===== src/rtl/mips_pkg.sv =====
// mips_pkg
//   Definitions shared by the MIPS pipeline front end: the NOP encoding, the
//   default reset vector, the fetch-stage state encoding, the primary opcodes
//   the decode controller also uses, and a word-alignment helper.
package mips_pkg;

  localparam logic [31:0] DEFAULT_NOP_INST = 32'h0000_0000;  // sll $0,$0,0
  localparam logic [31:0] DEFAULT_RESET_PC = 32'h0000_0000;

  typedef enum logic [1:0] {
    IDLE  = 2'd0,  // out of reset, no request yet
    FETCH = 2'd1,  // normal fetching
    DRAIN = 2'd2   // waiting out a miss whose data is already known to be wrong-path
  } fetch_state_t;

  // Primary opcodes (instr[31:26]) shared with the decode controller.
  localparam logic [5:0] OP_RTYPE = 6'h00;
  localparam logic [5:0] OP_J     = 6'h02;
  localparam logic [5:0] OP_JAL   = 6'h03;
  localparam logic [5:0] OP_BEQ   = 6'h04;
  localparam logic [5:0] OP_BNE   = 6'h05;
  localparam logic [5:0] OP_LW    = 6'h23;
  localparam logic [5:0] OP_SW    = 6'h2B;

  // Instruction addresses are word aligned; any target low bits are dropped.
  function automatic logic [31:0] word_align(input logic [31:0] addr);
    return {addr[31:2], 2'b00};
  endfunction

endpackage


===== src/rtl/if_fetch_stage_if_id_reg.sv =====
// if_id_reg
//   IF/ID pipeline register. Control priority is hold > bubble > load; with
//   none asserted the register keeps its contents.
//   Ports:
//     clk, rst        clock, asynchronous active-high reset
//     hold            keep current contents (load-use stall)
//     bubble          replace the instruction with NOP_INST and clear valid
//     load            capture next_inst / next_pc4 as a valid instruction
//     next_inst/pc4   fetched word and its PC+4
//     inst/pc4/valid  register contents presented to ID
module if_id_reg
  import mips_pkg::*;
#(
  parameter logic [31:0] NOP_INST = DEFAULT_NOP_INST
) (
  input  logic        clk,
  input  logic        rst,
  input  logic        hold,
  input  logic        bubble,
  input  logic        load,
  input  logic [31:0] next_inst,
  input  logic [31:0] next_pc4,
  output logic [31:0] inst,
  output logic [31:0] pc4,
  output logic        valid
);

  // NOTE: state is updated with non-blocking assignments so every flop samples
  // pre-edge values regardless of block ordering.
  always_ff @(posedge clk or posedge rst) begin
    if (rst) begin
      inst  <= NOP_INST;
      pc4   <= 32'h0;
      valid <= 1'b0;
    end else if (hold) begin
      // keep contents
    end else if (bubble) begin
      // pc4 is left as is; it is meaningless while valid is low
      inst  <= NOP_INST;
      valid <= 1'b0;
    end else if (load) begin
      inst  <= next_inst;
      pc4   <= next_pc4;
      valid <= 1'b1;
    end
  end

endmodule


===== src/rtl/if_fetch_stage.sv =====
// if_fetch_stage
//   MIPS instruction-fetch stage: PC register, next-PC selection, I-cache
//   request interface and the IF/ID register. A redirect that lands while a
//   miss is outstanding is parked in pend_tgt and the FSM sits in DRAIN until
//   the old access completes, so the stale word never reaches ID.
//   Ports:
//     clk, rst                          clock, asynchronous active-high reset
//     stall                             load-use stall: freeze PC and IF/ID
//     PCSrc, IF_Flush, Jump, JumpR      redirect / squash requests from ID
//     branch_target, jump_index,
//     jr_target                         redirect target sources
//     ic_req, ic_addr                   cache request, word address pc[31:2]
//     ic_rdata, ic_stall                cache data and busy/miss indication
//     pc                                current fetch PC
//     if_id_inst, if_id_pc4,
//     if_id_valid                       IF/ID register outputs
module if_fetch_stage
  import mips_pkg::*;
#(
  parameter logic [31:0] RESET_PC = DEFAULT_RESET_PC,
  parameter logic [31:0] NOP_INST = DEFAULT_NOP_INST
) (
  input  logic        clk,
  input  logic        rst,
  input  logic        stall,
  input  logic        PCSrc,
  input  logic        IF_Flush,
  input  logic        Jump,
  input  logic        JumpR,
  input  logic [31:0] branch_target,
  input  logic [25:0] jump_index,
  input  logic [31:0] jr_target,
  output logic        ic_req,
  output logic [29:0] ic_addr,
  input  logic [31:0] ic_rdata,
  input  logic        ic_stall,
  output logic [31:0] pc,
  output logic [31:0] if_id_inst,
  output logic [31:0] if_id_pc4,
  output logic        if_id_valid
);

  fetch_state_t state;
  logic [31:0]  pend_tgt;
  logic [31:0]  pc_plus4;
  logic [31:0]  target;
  logic         redirect;
  logic         ifid_hold;
  logic         ifid_bubble;
  logic         ifid_load;

  assign ic_addr  = pc[31:2];
  assign pc_plus4 = pc + 32'd4;  // modulo 2^32
  assign redirect = PCSrc | Jump | JumpR;

  // Target priority JumpR > Jump > PCSrc; the j/jal region comes from the
  // PC+4 of the jump itself, which is the one sitting in IF/ID.
  always_comb begin
    target = branch_target;
    if (JumpR)     target = jr_target;
    else if (Jump) target = {if_id_pc4[31:28], jump_index, 2'b00};
  end

  // NOTE: every output of this block gets a default first so no path leaves
  // one unassigned and infers a latch.
  always_comb begin
    ifid_hold   = 1'b0;
    ifid_bubble = 1'b0;
    ifid_load   = 1'b0;
    case (state)
      FETCH: begin
        // stall outranks everything, so redirect/flush are ignored under it
        if (stall)                              ifid_hold   = 1'b1;
        else if (redirect || IF_Flush || ic_stall) ifid_bubble = 1'b1;
        else                                    ifid_load   = 1'b1;
      end
      DRAIN: begin
        if (stall) ifid_hold   = 1'b1;
        else       ifid_bubble = 1'b1;
      end
      default: ifid_bubble = 1'b1;
    endcase
  end

  always_ff @(posedge clk or posedge rst) begin
    if (rst) begin
      state    <= IDLE;
      pc       <= word_align(RESET_PC);
      pend_tgt <= 32'h0;
      ic_req   <= 1'b0;
    end else begin
      case (state)
        IDLE: begin
          state  <= FETCH;
          ic_req <= 1'b1;
        end
        FETCH: begin
          if (!stall) begin
            if (redirect) begin
              if (!ic_stall) begin
                pc <= word_align(target);
              end else begin
                // the miss to the old pc must still complete; remember where to go
                pend_tgt <= word_align(target);
                state    <= DRAIN;
              end
            end else if (!ic_stall) begin
              pc <= pc_plus4;  // also covers the IF_Flush-only case
            end
          end
        end
        DRAIN: begin
          // redirect inputs are ignored here: ID holds a bubble
          if (!ic_stall) begin
            pc    <= pend_tgt;
            state <= FETCH;
          end
        end
        default: begin
          state  <= IDLE;
          ic_req <= 1'b0;
        end
      endcase
    end
  end

  if_id_reg #(
    .NOP_INST(NOP_INST)
  ) u_if_id_reg (
    .clk      (clk),
    .rst      (rst),
    .hold     (ifid_hold),
    .bubble   (ifid_bubble),
    .load     (ifid_load),
    .next_inst(ic_rdata),
    .next_pc4 (pc_plus4),
    .inst     (if_id_inst),
    .pc4      (if_id_pc4),
    .valid    (if_id_valid)
  );

endmodule


===== config.mk =====
export PLATFORM = sky130hd
export DESIGN_NAME = if_fetch_stage
export DESIGN_NICKNAME = d
export VERILOG_FILES = /design/src/rtl/mips_pkg.sv /design/src/rtl/if_fetch_stage_if_id_reg.sv /design/src/rtl/if_fetch_stage.sv
export SDC_FILE = /design/constraint.sdc
export NUM_CORES = 1
export LEC_CHECK = 0
export ABC_AREA = 1
export ABC_CLOCK_PERIOD_IN_PS = 5100
export CAP_MARGIN = 10
export CORE_MARGIN = 2
export CORE_UTILIZATION = 45
export CTS_CLUSTER_DIAMETER = 30
export DETAILED_ROUTE_END_ITERATION = 7
export GPL_ROUTABILITY_DRIVEN = 1
export PLACE_DENSITY = 0.83
export RECOVER_POWER = 50
export SLEW_MARGIN = 15
export SYNTH_ARGS = -nofsm -noshare
export SYNTH_HDL_FRONTEND = slang
export SYNTH_SLANG_ARGS = --single-unit

===== constraint.sdc =====
create_clock -name clk -period 5.1 [get_ports clk]
set_input_delay 0.51 -clock clk [delete_from_list [all_inputs] [get_ports clk]]
set_output_delay 0.51 -clock clk [all_outputs]
set_load 0.005 [all_outputs]

==> impl_metrics.json <==
{
  "die_area_sq_um": 16400,
  "tightest_slew_ns": 1.15,
  "power_density_nw_per_um2": 504,
  "syn_area_per_cell_sq_um": 7.95,
  "start_util": 0.457,
  "ant_nets": 0,
  "drt_wl_total_mm": 21.0,
  "final_cell_mix": "nand2_1, clkdlybuf4s50_1, dfrtp_1",
  "cp_max_fo": 58,
  "seqPwrFrac": 0.341,
  "mostFrequentLayoutCell": "nand2_1",
  "drtPass1Iterations": 6,
  "report.final.slew_viol_count": 0,
  "core_area_sq_um": 15100,
  "fillerInstances": 1212,
  "pwr-share-clk": 0.246,
  "arrival_ns": 3.16,
  "layoutNonFillerInstCount": 1269,
  "wl_met2_mm": 9.71,
  "cts-buffers-inserted": 17,
  "die_w_um": 128,
  "syn2layout_area_growth_pct": 42.1,
  "grt_pass1_wl_mm": 33.0,
  "max_freq_ghz": 0.352,
  "met3_length_mm": 1.68,
  "tns_ns": 0,
  "cp_cell_sequence": "inv_1 > ha_2 > buf_4 > inv_1 > o21ai_2 > nor2_4 > inv_2 > a21oi_1 > a21o_1",
  "crit_path_frequent_cell": "inv_1",
  "drive_gt1_frac": 0.0601,
  "grt.total_usage": 0.259,
  "p_int_mw": 3.05,
  "top_level_ports": 258,
  "rsz0062_at_grt": "no",
  "met1_length_mm": 9.03,
  "run_status": "finished, final reports clean",
  "via_count": 6941,
  "hpwl_mm": 14.8,
  "postCtsResizedCells": 0,
  "highest_layer": "met4",
  "cts_hold_buf": 0,
  "routabilityCongestion": 0.925,
  "postCtsSetupBuffers": 0,
  "pwr-share-comb": 0.413,
  "startpoint_type": "register",
  "drt_iter0_drc": 609,
  "slowest_delay_ns": 0.54,
  "ctsLongestPathBuffers": 2,
  "vdd_drop_max_mv": 0.306,
  "synth_area_sq_um": 6930,
  "ys_warn_count": 0,
  "dp_cells": 1237,
  "total_power_mw": 4.97,
  "rows": 45,
  "cts_num_sinks": 126,
  "switching_share": 0.385,
  "setup_viol_count_final": 0,
  "hold_path_class": "register to register",
  "cts_tree": "built",
  "fin_crit_sh": 0.557,
  "clock_skew_ns": 0.0100,
  "wire_per_inst_um": 16.5,
  "synth_cell_types": 34,
  "grt_pass1_vias": 6415,
  "end_kind": "register",
  "cts-htree-levels": 4,
  "required_ns": 5.42,
  "synth_seq_cells": 126,
  "p_switching_mw": 1.91,
  "n_antenna_cell": 0,
  "yosysSeqAreaShare": 0.455,
  "leakage_nw": 4.73,
  "maxCapViolCount": 0,
  "period_minus_slack_ns": 2.84,
  "clock-root-buffer": "clkbuf_16",
  "cp_slowest_cell": "inv_2",
  "hold_viol_final": 0,
  "dieHeight_um": 128,
  "synthCells": 871,
  "finalNetCount": 1202,
  "grt.overflow.total": 0,
  "antenna_found_initial": 0,
  "routed_via_density": 5.47,
  "path_clk_slew_ns": 0.06,
  "insertion_delay_ns": 0.43,
  "slew_headroom": 0.227,
  "post-route-drc-count": 0,
  "final_core_utilization": 0.650,
  "grt_start_max_net_pins": 60,
  "io_buffers": 249,
  "worstSetupPathType": "register to register"
}
## area by class of cell
class,instances,area (sq um),share of cell area
multi-input cells,620,3130,0.318
inverters,46,176,0.0179
repair buffers,257,2550,0.259
flip-flops and latches,126,3150,0.320
well taps,188,235,0.0239
clock inverters,15,171,0.0174
clock buffers,17,425,0.0432
## sequential cells by signal, indices dropped and copies added (netlist names)
register,cells
state,2
pc,30
pend_tgt,30
ic_req,1
u_if_id_reg.pc4,30
u_if_id_reg.inst,32
u_if_id_reg.valid,1
## path summary, 6_finish.rpt
kind | from | cells past startpoint | endpoint | slack [ns]
max in group asynchronous | rst | 3 | pc[8] | 3.13
max reg2reg | state[0] | 9 | u_if_id_reg.pc4[13] | 2.26
min reg2reg | u_if_id_reg.pc4[3] | 2 | u_if_id_reg.pc4[3] | 0.47
max | state[0] | 9 | u_if_id_reg.pc4[13] | 2.26
min in group asynchronous | rst | 2 | u_if_id_reg.pc4[13] | 0.77
min | u_if_id_reg.pc4[3] | 2 | u_if_id_reg.pc4[3] | 0.47
## per-stage QoR
stage,area [sq um],worst slack (ns),hold WS (ns)
global placement,9250,1.90,0.456
floorplan,6940,1.23,0.442
global route,9840,2.05,0.492
CTS,9850,2.33,0.418
finish,9840,2.26,0.470
detailed placement,9250,1.89,0.465
## cell families after synthesis
kind of cell | synth area share
simple gates | 0.219
compound gates | 0.202
flops | 0.455
fa+ha+maj | 0.00723
buf+inv | 0.0948
mux | 0.0114
xor+xnor | 0.00885
other cells | 0.000541
## routing by layer
| layer | track usage | vias up |
|---|---|---|
| met4 | 0.0970 | 0 |
| met1 | 0.355 | 3206 |
| met3 | 0.0601 | 51 |
| li1 | - | 3320 |
| met5 | 0 | - |
| met2 | 0.401 | 364 |
## cell usage after synthesis, drive strengths merged
| cell | count | area, sq um |
|---|---|---|
| inv | 46 | 175 |
| nor2 | 68 | 283 |
| a21oi | 91 | 455 |
| conb | 1 | 3.75 |
| a22oi | 12 | 90.1 |
| o21a | 2 | 15.0 |
| buf | 56 | 384 |
| xnor2 | 1 | 8.76 |
| and2 | 3 | 18.8 |
| nand3 | 66 | 335 |
| xor2 | 6 | 52.6 |
| a32o | 32 | 320 |
| mux2 | 7 | 78.8 |
| o21ai | 78 | 394 |
| nand2 | 224 | 853 |
| clkbuf | 26 | 97.6 |
| nor3 | 3 | 15.0 |
| dfrtp | 126 | 3150 |
| nand3b | 2 | 15.0 |
| a21o | 15 | 113 |
| o211ai | 2 | 15.0 |
| ha | 4 | 50.1 |
## power by group through the flow
stage,registers (mW),clock network [mW],logic [mW]
6_report,1.69,1.22,2.05
5_1_grt,1.74,1.28,2.27
4_1_cts,1.69,1.24,2.07
3_5_place_dp,1.70,0,2.06
3_3_place_gp,1.69,0,2.02
2_1_floorplan,1.61,0,1.21
## worst max-delay path: cells and delay by family, from the launching register on
kind | cells | cell delay [ns]
compound gates | 3 | 0.63
fa+ha+maj | 1 | 0.19
buf+inv | 4 | 1.44
flops | 1 | 0.38
simple gates | 1 | 0.06
Note: power is estimated with default switching activity, not from simulation.
